$ cat config.mk
export PLATFORM = sky130hd
export DESIGN_NAME = tcdm_bank_arbiter
export DESIGN_NICKNAME = d
export VERILOG_FILES = /design/src/rtl/tcdm_arb_pkg.sv /design/src/rtl/tcdm_rr_arbiter.sv /design/src/rtl/tcdm_bank_arbiter.sv
export SDC_FILE = /design/constraint.sdc
export NUM_CORES = 1
export LEC_CHECK = 0
export CAP_MARGIN = 20
export CELL_PAD_IN_SITES_DETAIL_PLACEMENT = 0
export CELL_PAD_IN_SITES_GLOBAL_PLACEMENT = 1
export CORE_UTILIZATION = 19
export CTS_CLUSTER_DIAMETER = 200
export DETAILED_ROUTE_END_ITERATION = 10
export PLACE_DENSITY = 0.84
export SKIP_CTS_REPAIR_TIMING = 1
export SYNTH_ARGS = -nofsm -noshare
export SYNTH_HDL_FRONTEND = slang
export SYNTH_SLANG_ARGS = --single-unit
$ cat constraint.sdc
create_clock -name clk_i -period 4 [get_ports clk_i]
set_clock_uncertainty 0.1 [all_clocks]
set_input_delay 0.4 -clock clk_i [delete_from_list [all_inputs] [get_ports clk_i]]
set_output_delay 0.4 -clock clk_i [all_outputs]
set_load 0.05 [all_outputs]
$ cat src/rtl/tcdm_arb_pkg.sv
// Shared types and helpers for the TCDM bank arbiter.
// Bus payload widths are sized for the largest supported configuration.
// Users narrow them with explicit width casts.
package tcdm_arb_pkg;

    localparam int unsigned MAX_REQ    = 32;
    localparam int unsigned MAX_IDX_W  = 5;
    localparam int unsigned MAX_ADDR_W = 32;
    localparam int unsigned MAX_DATA_W = 128;
    localparam int unsigned MAX_BE_W   = MAX_DATA_W / 8;

    typedef enum logic {
        INIT  = 1'b0,
        SERVE = 1'b1
    } arb_state_e;

    // One bank access as seen by the SRAM macro.
    typedef struct packed {
        logic                  we;
        logic [MAX_ADDR_W-1:0] addr;
        logic [MAX_DATA_W-1:0] wdata;
        logic [MAX_BE_W-1:0]   be;
    } bank_req_t;

    // Index of the set bit of a one-hot vector (0 when the vector is empty).
    function automatic logic [MAX_IDX_W-1:0] onehot_to_idx(input logic [MAX_REQ-1:0] onehot);
        logic [MAX_IDX_W-1:0] idx;
        idx = '0;
        for (int unsigned i = 0; i < MAX_REQ; i++) begin
            if (onehot[i]) begin
                idx = MAX_IDX_W'(i);
            end
        end
        return idx;
    endfunction

endpackage

$ cat src/rtl/tcdm_rr_arbiter.sv
// Round-robin arbiter with a registered priority pointer.
// Ports:
//   clk_i, rst_i : clock, synchronous active-high reset
//   req_i        : per-requester request
//   advance_i    : a grant was accepted this cycle; move pointer past the winner
//   gnt_c        : combinational one-hot grant (zero when no request)
//   idx_c        : combinational index of the granted requester
module tcdm_rr_arbiter
    import tcdm_arb_pkg::*;
#(
    parameter int unsigned NB_REQ = 4,
    localparam int unsigned IDX_W = (NB_REQ > 1) ? $clog2(NB_REQ) : 1
) (
    input  logic              clk_i,
    input  logic              rst_i,
    input  logic [NB_REQ-1:0] req_i,
    input  logic              advance_i,
    output logic [NB_REQ-1:0] gnt_c,
    output logic [IDX_W-1:0]  idx_c
);

    logic [IDX_W-1:0] ptr_q;
    logic [IDX_W-1:0] ptr_d;

    // First asserted request at or above the pointer, wrapping around.
    always_comb begin
        int unsigned cand;
        logic        found;
        gnt_c = '0;
        found = 1'b0;
        cand  = 0;
        for (int unsigned i = 0; i < NB_REQ; i++) begin
            cand = 32'(ptr_q) + i;
            if (cand >= NB_REQ) begin
                cand = cand - NB_REQ;
            end
            if (!found && req_i[IDX_W'(cand)]) begin
                gnt_c[IDX_W'(cand)] = 1'b1;
                found               = 1'b1;
            end
        end
        idx_c = IDX_W'(onehot_to_idx(MAX_REQ'(gnt_c)));
    end

    // Pointer moves to the requester after the winner, modulo NB_REQ.
    always_comb begin
        ptr_d = ptr_q;
        if (advance_i) begin
            ptr_d = (idx_c == IDX_W'(NB_REQ - 1)) ? '0 : idx_c + IDX_W'(1);
        end
    end

    always_ff @(posedge clk_i) begin
        if (rst_i) begin
            ptr_q <= '0;
        end else begin
            ptr_q <= ptr_d;
        end
    end

endmodule

$ cat src/rtl/tcdm_bank_arbiter.sv
// Shares one 1-cycle-latency TCDM SRAM bank between NB_REQ requesters.
// Round-robin grant in the request cycle; response (read data or write ack)
// returned to the granted requester on the following cycle. Optionally
// zero-fills the bank after reset before accepting traffic.
// Ports:
//   clk_i, rst_i                      : clock, synchronous active-high reset
//   req_i/wen_i/add_i/wdata_i/be_i    : requester side (wen_i active-low)
//   gnt_o, r_valid_o, r_rdata_o       : grant, response valid, shared response data
//   bank_*_o, bank_rdata_i            : SRAM bank side (bank_we_o active-high)
//   init_done_o                       : bank ready for traffic
module tcdm_bank_arbiter
    import tcdm_arb_pkg::*;
#(
    parameter int unsigned NB_REQ        = 4,
    parameter int unsigned ADDR_WIDTH    = 10,
    parameter int unsigned DATA_WIDTH    = 32,
    parameter bit          INIT_ON_RESET = 1'b1,
    localparam int unsigned BE_W  = DATA_WIDTH / 8,
    localparam int unsigned IDX_W = (NB_REQ > 1) ? $clog2(NB_REQ) : 1
) (
    input  logic                                 clk_i,
    input  logic                                 rst_i,
    input  logic [NB_REQ-1:0]                    req_i,
    input  logic [NB_REQ-1:0]                    wen_i,
    input  logic [NB_REQ-1:0][ADDR_WIDTH-1:0]    add_i,
    input  logic [NB_REQ-1:0][DATA_WIDTH-1:0]    wdata_i,
    input  logic [NB_REQ-1:0][BE_W-1:0]          be_i,
    output logic [NB_REQ-1:0]                    gnt_o,
    output logic [NB_REQ-1:0]                    r_valid_o,
    output logic [DATA_WIDTH-1:0]                r_rdata_o,
    output logic                                 bank_req_o,
    output logic                                 bank_we_o,
    output logic [ADDR_WIDTH-1:0]                bank_addr_o,
    output logic [DATA_WIDTH-1:0]                bank_wdata_o,
    output logic [BE_W-1:0]                      bank_be_o,
    input  logic [DATA_WIDTH-1:0]                bank_rdata_i,
    output logic                                 init_done_o
);

    arb_state_e              state_q, state_d;
    logic [ADDR_WIDTH-1:0]   cnt_q, cnt_d;
    logic                    init_done_q, init_done_d;
    logic                    rvalid_q, rvalid_d;
    logic [IDX_W-1:0]        ridx_q, ridx_d;

    logic [NB_REQ-1:0]       arb_gnt;
    logic [IDX_W-1:0]        arb_idx;
    logic                    advance;
    bank_req_t               sel;

    tcdm_rr_arbiter #(
        .NB_REQ (NB_REQ)
    ) i_rr_arbiter (
        .clk_i     (clk_i),
        .rst_i     (rst_i),
        .req_i     (req_i),
        .advance_i (advance),
        .gnt_c     (arb_gnt),
        .idx_c     (arb_idx)
    );

    // FSM next state, zero-fill sequencing and bank request mux.
    always_comb begin
        state_d     = state_q;
        cnt_d       = cnt_q;
        init_done_d = init_done_q;
        gnt_o       = '0;
        advance     = 1'b0;
        bank_req_o  = 1'b0;
        sel         = '0;

        case (state_q)
            INIT: begin
                bank_req_o = 1'b1;
                sel.we     = 1'b1;
                sel.addr   = MAX_ADDR_W'(cnt_q);
                sel.wdata  = '0;
                sel.be     = '1;
                cnt_d      = cnt_q + ADDR_WIDTH'(1);
                if (cnt_q == '1) begin
                    state_d     = SERVE;
                    init_done_d = 1'b1;
                end
            end
            SERVE: begin
                if (|req_i) begin
                    gnt_o      = arb_gnt;
                    advance    = 1'b1;
                    bank_req_o = 1'b1;
                    sel.we     = ~wen_i[arb_idx];
                    sel.addr   = MAX_ADDR_W'(add_i[arb_idx]);
                    sel.wdata  = MAX_DATA_W'(wdata_i[arb_idx]);
                    sel.be     = MAX_BE_W'(be_i[arb_idx]);
                end
            end
            default: begin
                state_d = SERVE;
            end
        endcase

        // No access may leave the arbiter while reset is held.
        if (rst_i) begin
            gnt_o      = '0;
            advance    = 1'b0;
            bank_req_o = 1'b0;
        end
    end

    // Response tracking: remember who was granted so the next cycle can ack them.
    always_comb begin
        rvalid_d = advance;
        ridx_d   = advance ? arb_idx : ridx_q;
    end

    always_ff @(posedge clk_i) begin
        if (rst_i) begin
            state_q     <= INIT_ON_RESET ? INIT : SERVE;
            cnt_q       <= '0;
            init_done_q <= !INIT_ON_RESET;
            rvalid_q    <= 1'b0;
            ridx_q      <= '0;
        end else begin
            state_q     <= state_d;
            cnt_q       <= cnt_d;
            init_done_q <= init_done_d;
            rvalid_q    <= rvalid_d;
            ridx_q      <= ridx_d;
        end
    end

    assign bank_we_o    = sel.we;
    assign bank_addr_o  = ADDR_WIDTH'(sel.addr);
    assign bank_wdata_o = DATA_WIDTH'(sel.wdata);
    assign bank_be_o    = BE_W'(sel.be);

    assign r_valid_o    = rvalid_q ? (NB_REQ'(1) << ridx_q) : '0;
    assign r_rdata_o    = bank_rdata_i;
    assign init_done_o  = init_done_q;

endmodule

=== Word level (Yosys, flattened, before mapping) ===
Index checks and enable logic that the tools add are counted.

* Register bits after elaboration: 17
* Bits in latches: 0
* RAM bits: 0
* Memory bits (read-only): 0
* Output and inout port bits: 89
* Memories kept: 0

* Add/subtract/negate cells: 9
* Multiply operators: 0
* Divide/modulo/power cells: 0
* $lt $le $gt $ge: 13
* Equality and inequality tests: 2
* Shift-type cells: 1
* Multiplexer cells: 52
* Bitwise operators: 5
* Reductions and logical operators: 12

{| class="wikitable"
|+ Operators with widths
! operator !! number
|-
| $pmux W177 S2 || 1
|-
| $mux W177 || 1
|-
| $bmux W32 S2 || 1
|-
| $mux W4 || 9
|-
| $mux W32 || 1
|-
| $bmux W10 S2 || 1
|-
| $mux W1 || 19
|-
| $lt A2 B3 Y1 const B || 5
|-
| $mux W2 || 7
|-
| $or A4 B4 Y4 || 3
|-
| $add A10 B1 Y10 const B || 1
|-
| $bmux W1 S2 || 5
|-
| $eq A10 B10 Y1 const B || 1
|-
| $mux W10 || 1
|-
| $ge A3 B3 Y1 const B || 3
|-
| $bmux W4 S2 || 1
|-
| $demux W1 S2 || 4
|-
| $ge A2 B1 Y1 const B || 4
|-
| $sub A2 B1 Y2 const B || 4
|-
| $logic_and A1 B1 Y1 || 7
|-
| $add A2 B2 Y3 const B || 2
|-
| $reduce_or A4 Y1 || 1
|-
| $shl A1 B2 Y4 const A || 1
|-
| $add A2 B1 Y3 const B || 1
|-
| other kinds (7) || 10
|}

=== Logic depth before layout (Yosys ltp) ===
Gate-level depths: netlist (run 1).

* Depth in word-level cells: 22
* Depth in mapped cells: 11
* Depth with buffers taken out: 8

=== Hierarchy ===
Synthesis (run 1) repeated with hierarchy kept, for this count alone.

* Cells, all modules: 274
* Area total of the unflattened synthesis: 2896.5 sq um

{| class="wikitable"
|+ Modules (own cells, without submodules)
! module !! times used !! cells each !! area an instance (sq um) !! seq. area each (sq um)
|-
| tcdm_bank_arbiter || 1 || 231 || 2443.6 || 300.3
|-
| tcdm_rr_arbiter || 1 || 43 || 452.9 || 40.0
|}

=== Worst setup path after synthesis (run 1) ===
OpenSTA, ideal clock, no wires.

* Path kind: reg2out
* Start point: reg i_rr_arbiter.ptr_q[0]
* End point: out bank_be_o[0]
* Arrival time: 3.688 ns
* Data required time: 3.500 ns
* Setup slack: -0.188 ns
* Stages on the path, launching flop included: 11
* Buffers on the path: 2
* Cell sequence: dfxtp_1 -> buf_6 -> inv_1 -> ha_1 -> mux4_2 -> or3b_1 -> a22o_1 -> nand2_1 -> buf_4 -> a221oi_1 -> o311ai_1

* Cells in the longest elaborated chain, start to end: 21

{| class="wikitable"
|+ Ends and longest elaborated chain
! element !! line !! source
|-
| from (decl) || tcdm_rr_arbiter.sv:22 || <nowiki>logic [IDX_W-1:0] ptr_q;</nowiki>
|-
| from (signal assigned) || tcdm_rr_arbiter.sv:57 || <nowiki>ptr_q <= ptr_d;</nowiki>
|-
| branches (longest 13 deep; another with $add A2 B1 Y3) || - ||
|-
| $mux W4 (*) || tcdm_rr_arbiter.sv:37 || <nowiki>if (!found && req_i[IDX_W'(cand)]) begin</nowiki>
|-
| $mux W1 || tcdm_arb_pkg.sv:30 || <nowiki>if (onehot[i]) begin</nowiki>
|-
| $mux W2 || tcdm_arb_pkg.sv:30 ||
|-
| $mux W2 (*) || tcdm_arb_pkg.sv:30 ||
|-
| $bmux W4 S2 (*) || tcdm_bank_arbiter.sv:93 || <nowiki>sel.be = MAX_BE_W'(be_i[arb_idx]);</nowiki>
|-
| $mux W4 (implied by the code) (*) || tcdm_bank_arbiter.sv:93 ||
|-
| $mux W177 (*) || tcdm_bank_arbiter.sv:86 || <nowiki>if (|req_i) begin</nowiki>
|-
| $pmux W177 S2 (*) || tcdm_bank_arbiter.sv:72 || <nowiki>case (state_q)</nowiki>
|-
| to (decl) || tcdm_bank_arbiter.sv:35 || <nowiki>output logic [BE_W-1:0] bank_be_o,</nowiki>
|}

Mark *: on every way between the ends. The select of a mux whose other input is x is not followed.

=== Worst setup path in the final report (run 1) ===
* Start point: reg i_rr_arbiter.ptr_q[1]
* End point: out bank_addr_o[8]

* Cells in the longest elaborated chain, start to end: 21

{| class="wikitable"
|+ Ends and longest elaborated chain
! element !! line !! source
|-
| branches (longest 13 deep; another with $add A2 B1 Y3) || - ||
|-
| $mux W4 (*) || tcdm_rr_arbiter.sv:37 ||
|-
| $mux W1 || tcdm_arb_pkg.sv:30 ||
|-
| $mux W2 || tcdm_arb_pkg.sv:30 ||
|-
| $mux W2 (*) || tcdm_arb_pkg.sv:30 ||
|-
| $bmux W10 S2 (*) || tcdm_bank_arbiter.sv:91 || <nowiki>sel.addr = MAX_ADDR_W'(add_i[arb_idx]);</nowiki>
|-
| $mux W10 (implied by the code) (*) || tcdm_bank_arbiter.sv:91 ||
|-
| $mux W177 (*) || tcdm_bank_arbiter.sv:86 ||
|-
| $pmux W177 S2 (*) || tcdm_bank_arbiter.sv:72 ||
|-
| to (decl) || tcdm_bank_arbiter.sv:33 || <nowiki>output logic [ADDR_WIDTH-1:0] bank_addr_o,</nowiki>
|}

Marked as above.

==> results.yml, run 1 <==
status:
  outcome: "completed"
logic_synthesis:
  synth-simple-area-share_pct: 20.3
  seq_area_frac_synth_pct: 10.7
  ys_ff_latch: 17
  synth-edff-count: 0
  synth_top_cell_area_share_pct: 10.7
  synth-async-reset-ratio_pct: 0
  synth.distinct_cells: 56
  avgSynthCellArea_sq_um: 7.56
  synth.mux.area_fraction_pct: 6.01
  synth_compound_area_share_pct: 41.5
  dominantRegCellSynth: "dfxtp_1"
  synthCells: 419
  synth.most_common_cell: "a221oi_1"
  netlist_top_cells_count: "a221oi_1, and2_1, buf_4, o2bb2ai_1, o21ai_1"
  synth_top_area_cell: "dfxtp_1"
  yosysWarnings: 0
  syn_nets: 652
  synth_top_family_by_area: "compound AO/OA/AOI/OAI gates"
  yosys.area_share.adder_pct: 2.77
  synth_xor_area_share_pct: 1.94
  syn_area_sq_um: 3170
  synthTopCellsByArea: "dfxtp_1, a221oi_1, o2bb2ai_1"
drt:
  drc: 0
  wl_met3_um: 962
  via_per_inst: 4.98
  vias: 4210
  met2_wirelength_mm: 8.00
  ant_nets: 0
  wl_per_cell_um: 19.0
  m1WireLength_mm: 6.58
  first_pass_iters: 5
  dr.first_iter.drc_count: 193
  routed_wl_mm: 16.1
  highest-signal-layer: "met4"
timing:
  rsz0062_at_grt: "no"
  timing.setup.tns_ns: 0
  timing_hold_violations_final: 0
  fmax_ghz: 0.258
  drv_slew: 0
  period_needed_ns: 3.87
  relSlewSlack_pct: 66.6
  setup_viol: 0
  tightest_slew_ns: 0.500
  hold_ws_ns: 0.414
  period_share_pct: 96.7
final_layout:
  drive_above_1_share_pct: 18.8
  final_util_pct: 40.2
  fin_area_sq_um: 6450
  nets: 860
  area_delta_synth_final_pct: 104
  nFillCells: 1601
global_routing:
  grt_pass1_vias: 4327
  antenna_found_initial: 3
  grt_pass1_wl_mm: 24.0
  grt_max_degree: 34
  grt_overflow: 0
  grtUsageTotal_pct: 17.4
setup_path:
  criticalPathCategory: "flip-flop to primary output"
  crit_fanout: 12
  cp.required_ns: 3.50
  cp-end-kind: "primary output"
  arrival_ns: 3.37
  start_kind: "flip-flop"
clock_network:
  cts.path.max_buffers: 2
  cts_tree: "built"
  clkSinkCount: 17
  insertion_delay_ns: 0.25
  cts-buffers-inserted: 3
  clkTransAtPathRegs_ns: 0.05
  h-tree-depth: 1
  clockRootBuffer: "clkbuf_16"
job:
  drv_cap: 0
floorplan:
  die_x_um: 131
  die_h_um: 131
  core-area_sq_um: 16100
  start_util_pct: 19.7
  io_pins: 315
  dieArea_sq_um: 17200
  num_rows: 46
power_and_ir_drop:
  p_int_uw: 565
  finalPower_uw: 794
  power_density_nw_per_um2: 123
  seq_power_share_pct: 22.1
  power_switching_uw: 229
  p_sw_share_pct: 28.8
  leakage_uw: 0.00224
  peakVddDrop_mv: 0.177
  combPwrFrac_pct: 52.4
  p_clk_share_pct: 25.6
placement:
  gp_congestion: 0.831
  dp_hpwl_mm: 12.4
  placed_cell_area_sq_um: 6260
  port_buffers: 250
hold_path:
  hp-class: "flip-flop to flip-flop"
-- sequential cells by signal (all words and copies together), names as in the netlist --
signal and count:
state_q 1, init_done_o 1, rvalid_q 1, i_rr_arbiter.ptr_q 2, ridx_q 2, cnt_q 10
-- stage by stage --
stage / worst slack (ns) / std cells
6_report: 0.130 / 845
5_1_grt: 0.0480 / 845
4_1_cts: -0.153 / 836
3_5_place_dp: 0.118 / 832
3_3_place_gp: 0.212 / 832
2_1_floorplan: 0.0519 / 419
-- layout make-up --
| type | count | area, sq um | share of cell area, % |
|---|---|---|---|
| flip-flops and latches | 17 | 342 | 5.29 |
| multi-input cells | 312 | 2370 | 36.7 |
| inverters | 17 | 63.8 | 0.989 |
| well taps | 216 | 270 | 4.19 |
| diodes | 3 | 7.51 | 0.116 |
| clock inverters | 1 | 5.00 | 0.0776 |
| repair buffers | 276 | 3320 | 51.5 |
| clock buffers | 3 | 75.1 | 1.16 |
-- cell families (layout without fill, tap and decap cells) --
group	Yosys count	count (layout)
flops	17	17
other cells	0	3
mux	14	14
buf+inv	90	297
compound gates	168	168
fa+ha+maj	7	7
xor+xnor	7	7
simple gates	116	116
-- path summary, 6_finish.rpt --
path	from	endpoint	slack, ns	cells after the start
setup / recovery	i_rr_arbiter.ptr_q[1]$_SDFFE_PP0P_	bank_addr_o[8]	0.13	9
hold / removal	cnt_q[0]$_SDFFE_PP0N_	cnt_q[0]$_SDFFE_PP0N_	0.41	2
setup reg to reg	i_rr_arbiter.ptr_q[1]$_SDFFE_PP0P_	ridx_q[0]$_SDFFE_PP0P_	1.07	7
hold reg to reg	cnt_q[0]$_SDFFE_PP0N_	cnt_q[0]$_SDFFE_PP0N_	0.41	2
-- cell usage in the layout, fill, tap and decap left out, types with 4 or more instances in the layout --
cell type        instances
a21oi_1                  8
a221oi_1                37
a32oi_1                  8
and2_1                  37
buf_12                  57
buf_4                   17
clkbuf_16                5
clkdlybuf4s50_1        199
dfxtp_1                 16
ha_1                     6
inv_1                   17
mux2_2                  10
nand2_1                 11
nand3_1                 14
nand4_1                 11
nor2_1                  20
o211ai_1                10
o21ai_0                 17
o21ai_1                 30
o2bb2ai_1               32
o311ai_2                 4
xnor2_1                  4
-- worst max-delay path: stages, from the launching register on --
cell and delay (ns):
dfxtp_2 0.39, inv_1 0.11, ha_4 0.31, mux4_2 0.57, a221o_2 0.45, a22oi_4 0.26, buf_12 0.19, mux2_2 0.35
o211ai_1 0.30, buf_12 0.18
-- per-layer routing --
| metal | track usage (%) | vias up |
|---|---|---|
| li1 | - | 1999 |
| met2 | 30.9 | 190 |
| met4 | 7.58 | 0 |
| met1 | 20.7 | 1974 |
| met5 | 0 | - |
| met3 | 2.20 | 47 |
-- power groups by stage --
stage	sequential (uW)	combinational, uW	clock (uW)
6_report	175	416	203
5_1_grt	175	444	212
4_1_cts	175	404	206
3_5_place_dp	179	401	0
3_3_place_gp	178	401	0
2_1_floorplan	178	228	0
Power figures use the tool's default switching activity.
==> run 2, diff against run 1 <==
- HOLD_SLACK_MARGIN: unset -> 0.03
==> results of run 2 <==
The final DEF is identical to that of run 1; final timing and power are the same.
==> run 3, diff against run 2 <==
- TNS_END_PERCENT: unset -> 30
==> results.yml, run 3 (synthesis results as in run 1) <==
final_layout:
  area_delta_synth_final_pct: 103
  largest_register_ffs: 10
  drive_above_1_share_pct: 19.3
  nets: 867
  layout_commonest_cell: "clkdlybuf4s50_1"
  largest_registers: "cnt_q (10), i_rr_arbiter.ptr_q (2), ridx_q (2)"
  final_cell_mix: "clkdlybuf4s50_1, buf_12, and2_1"
  seq_area_sq_um: 340
  nFillCells: 1596
  multi_input_area_sq_um: 2350
  largest-register: "cnt_q"
clock_network:
  clockRootBuffer: "clkbuf_16"
  cts.path.max_buffers: 2
  clkSinkCount: 17
  h-tree-depth: 1
  clkTransAtPathRegs_ns: 0.05
  cts_tree: "built"
  cts-buffers-inserted: 3
  insertion_delay_ns: 0.25
setup_path:
  cp_num_buf_inv: 3
  slowest_stage: "a2111o_1"
  arrival_ns: 3.35
  max_stage_delay_ns: 0.45
  start_kind: "flip-flop"
  cp_cell_sequence: "inv_1 > ha_1 > or3b_1 > a2111o_1 > a21bo_2 > buf_4 > and2_1 > a221oi_1 > o22a_1 > buf_12"
  cp-end-kind: "primary output"
  cp.required_ns: 3.50
  cp_top_family: "compound AO/OA/AOI/OAI gates"
  criticalPathCategory: "flip-flop to primary output"
  crit_fanout: 20
global_routing:
  grtUsageTotal_pct: 17.9
  grt_pass1_vias: 4222
  grt_overflow: 0
  antenna_found_initial: 1
  grt_max_degree: 42
  grt_pass1_wl_mm: 24.3
drt:
  first_pass_iters: 4
  routed_wl_mm: 16.5
  vias: 4208
  wl_per_cell_um: 19.5
  dr.first_iter.drc_count: 221
  via_per_inst: 4.95
  drc: 0
  ant_nets: 0
timing:
  timing_hold_violations_final: 0
  period_needed_ns: 3.85
  tightest_slew_ns: 0.873
  fmax_ghz: 0.260
  timing.setup.tns_ns: 0
  setup_viol: 0
  rsz0062_at_grt: "yes"
  period_share_pct: 96.3
  drv_slew: 0
  relSlewSlack_pct: 41.7
power_and_ir_drop:
  finalPower_uw: 793
  power_density_nw_per_um2: 123
  peakVddDrop_mv: 0.146
  leakage_uw: 0.00225
hold_path:
  hp-class: "flip-flop to flip-flop"
status:
  outcome: "completed"
floorplan:
  start_util_pct: 19.7
  die_x_um: 131
  num_rows: 46
  io_pins: 315
  core-area_sq_um: 16100
  dieArea_sq_um: 17200
  die_h_um: 131
placement:
  dp_hpwl_mm: 12.9
  port_buffers: 250
  gp_congestion: 0.854
job:
  drv_cap: 0
==> run 3: report_power, final <==
part	internal, uW	switching [uW]	leakage [uW]
registers	172	3.13	0.000138
logic	257	158	0.00208
clock network	135	66.8	0.0000382
total	565	228	0.00225
==> run 3: worst paths after layout <==
kind | start | endpoint | slack (ns) | depth (start not counted)
worst max-delay path | i_rr_arbiter.ptr_q[0]$_SDFFE_PP0P_ | bank_we_o | 0.15 | 10
worst min-delay path | init_done_o$_SDFFE_PP0P_ | init_done_o$_SDFFE_PP0P_ | 0.38 | 2
worst max register to register | i_rr_arbiter.ptr_q[0]$_SDFFE_PP0P_ | ridx_q[0]$_SDFFE_PP0P_ | 0.95 | 12
worst min register to register | init_done_o$_SDFFE_PP0P_ | init_done_o$_SDFFE_PP0P_ | 0.38 | 2
==> run 3: cell type report <==
class	instances	area share, %
antenna	1	0.0390
timing repair buffer	283	51.6
sequential	17	5.30
tap	216	4.21
multi-input combinational	312	36.6
clock buffer	4	1.23
inverter	17	0.994
==> run 3: through the flow <==
stage / setup slack (ns) / area [sq um] / hold slack [ns] / utilization (%) / instances
after floorplan: -0.188 / 3170 / 0.367 / - / 419
after global placement: 0.150 / 6230 / 0.361 / 38.8 / 839
after detailed placement: 0.144 / 6230 / 0.369 / 38.8 / 839
after CTS: 0.00986 / 6310 / 0.386 / 39.3 / 843
after global routing: -0.0169 / 6420 / 0.441 / 40.0 / 849
final: 0.147 / 6420 / 0.376 / 40.0 / 850
==> run 3: worst register-to-register path, stage by stage, from the launching register on <==
cell and delay [ns]:
dfxtp_1 0.32, inv_1 0.09, ha_1 0.37, mux4_2 0.59, buf_4 0.17, nor2b_4 0.13, a221o_2 0.19, a22oi_4 0.07
buf_4 0.17, buf_4 0.13, clkbuf_16 0.18, a211o_1 0.29, o211a_1 0.13
==> run 3: routing by layer <==
| metal | vias up | wire, um | track usage, % |
|---|---|---|---|
| met1 | 1991 | 6920 | 21.1 |
| met5 | - | 0 | 0 |
| met2 | 166 | 8280 | 32.9 |
| met4 | 0 | 418 | 5.75 |
| met3 | 38 | 918 | 2.78 |
| li1 | 2013 | - | - |
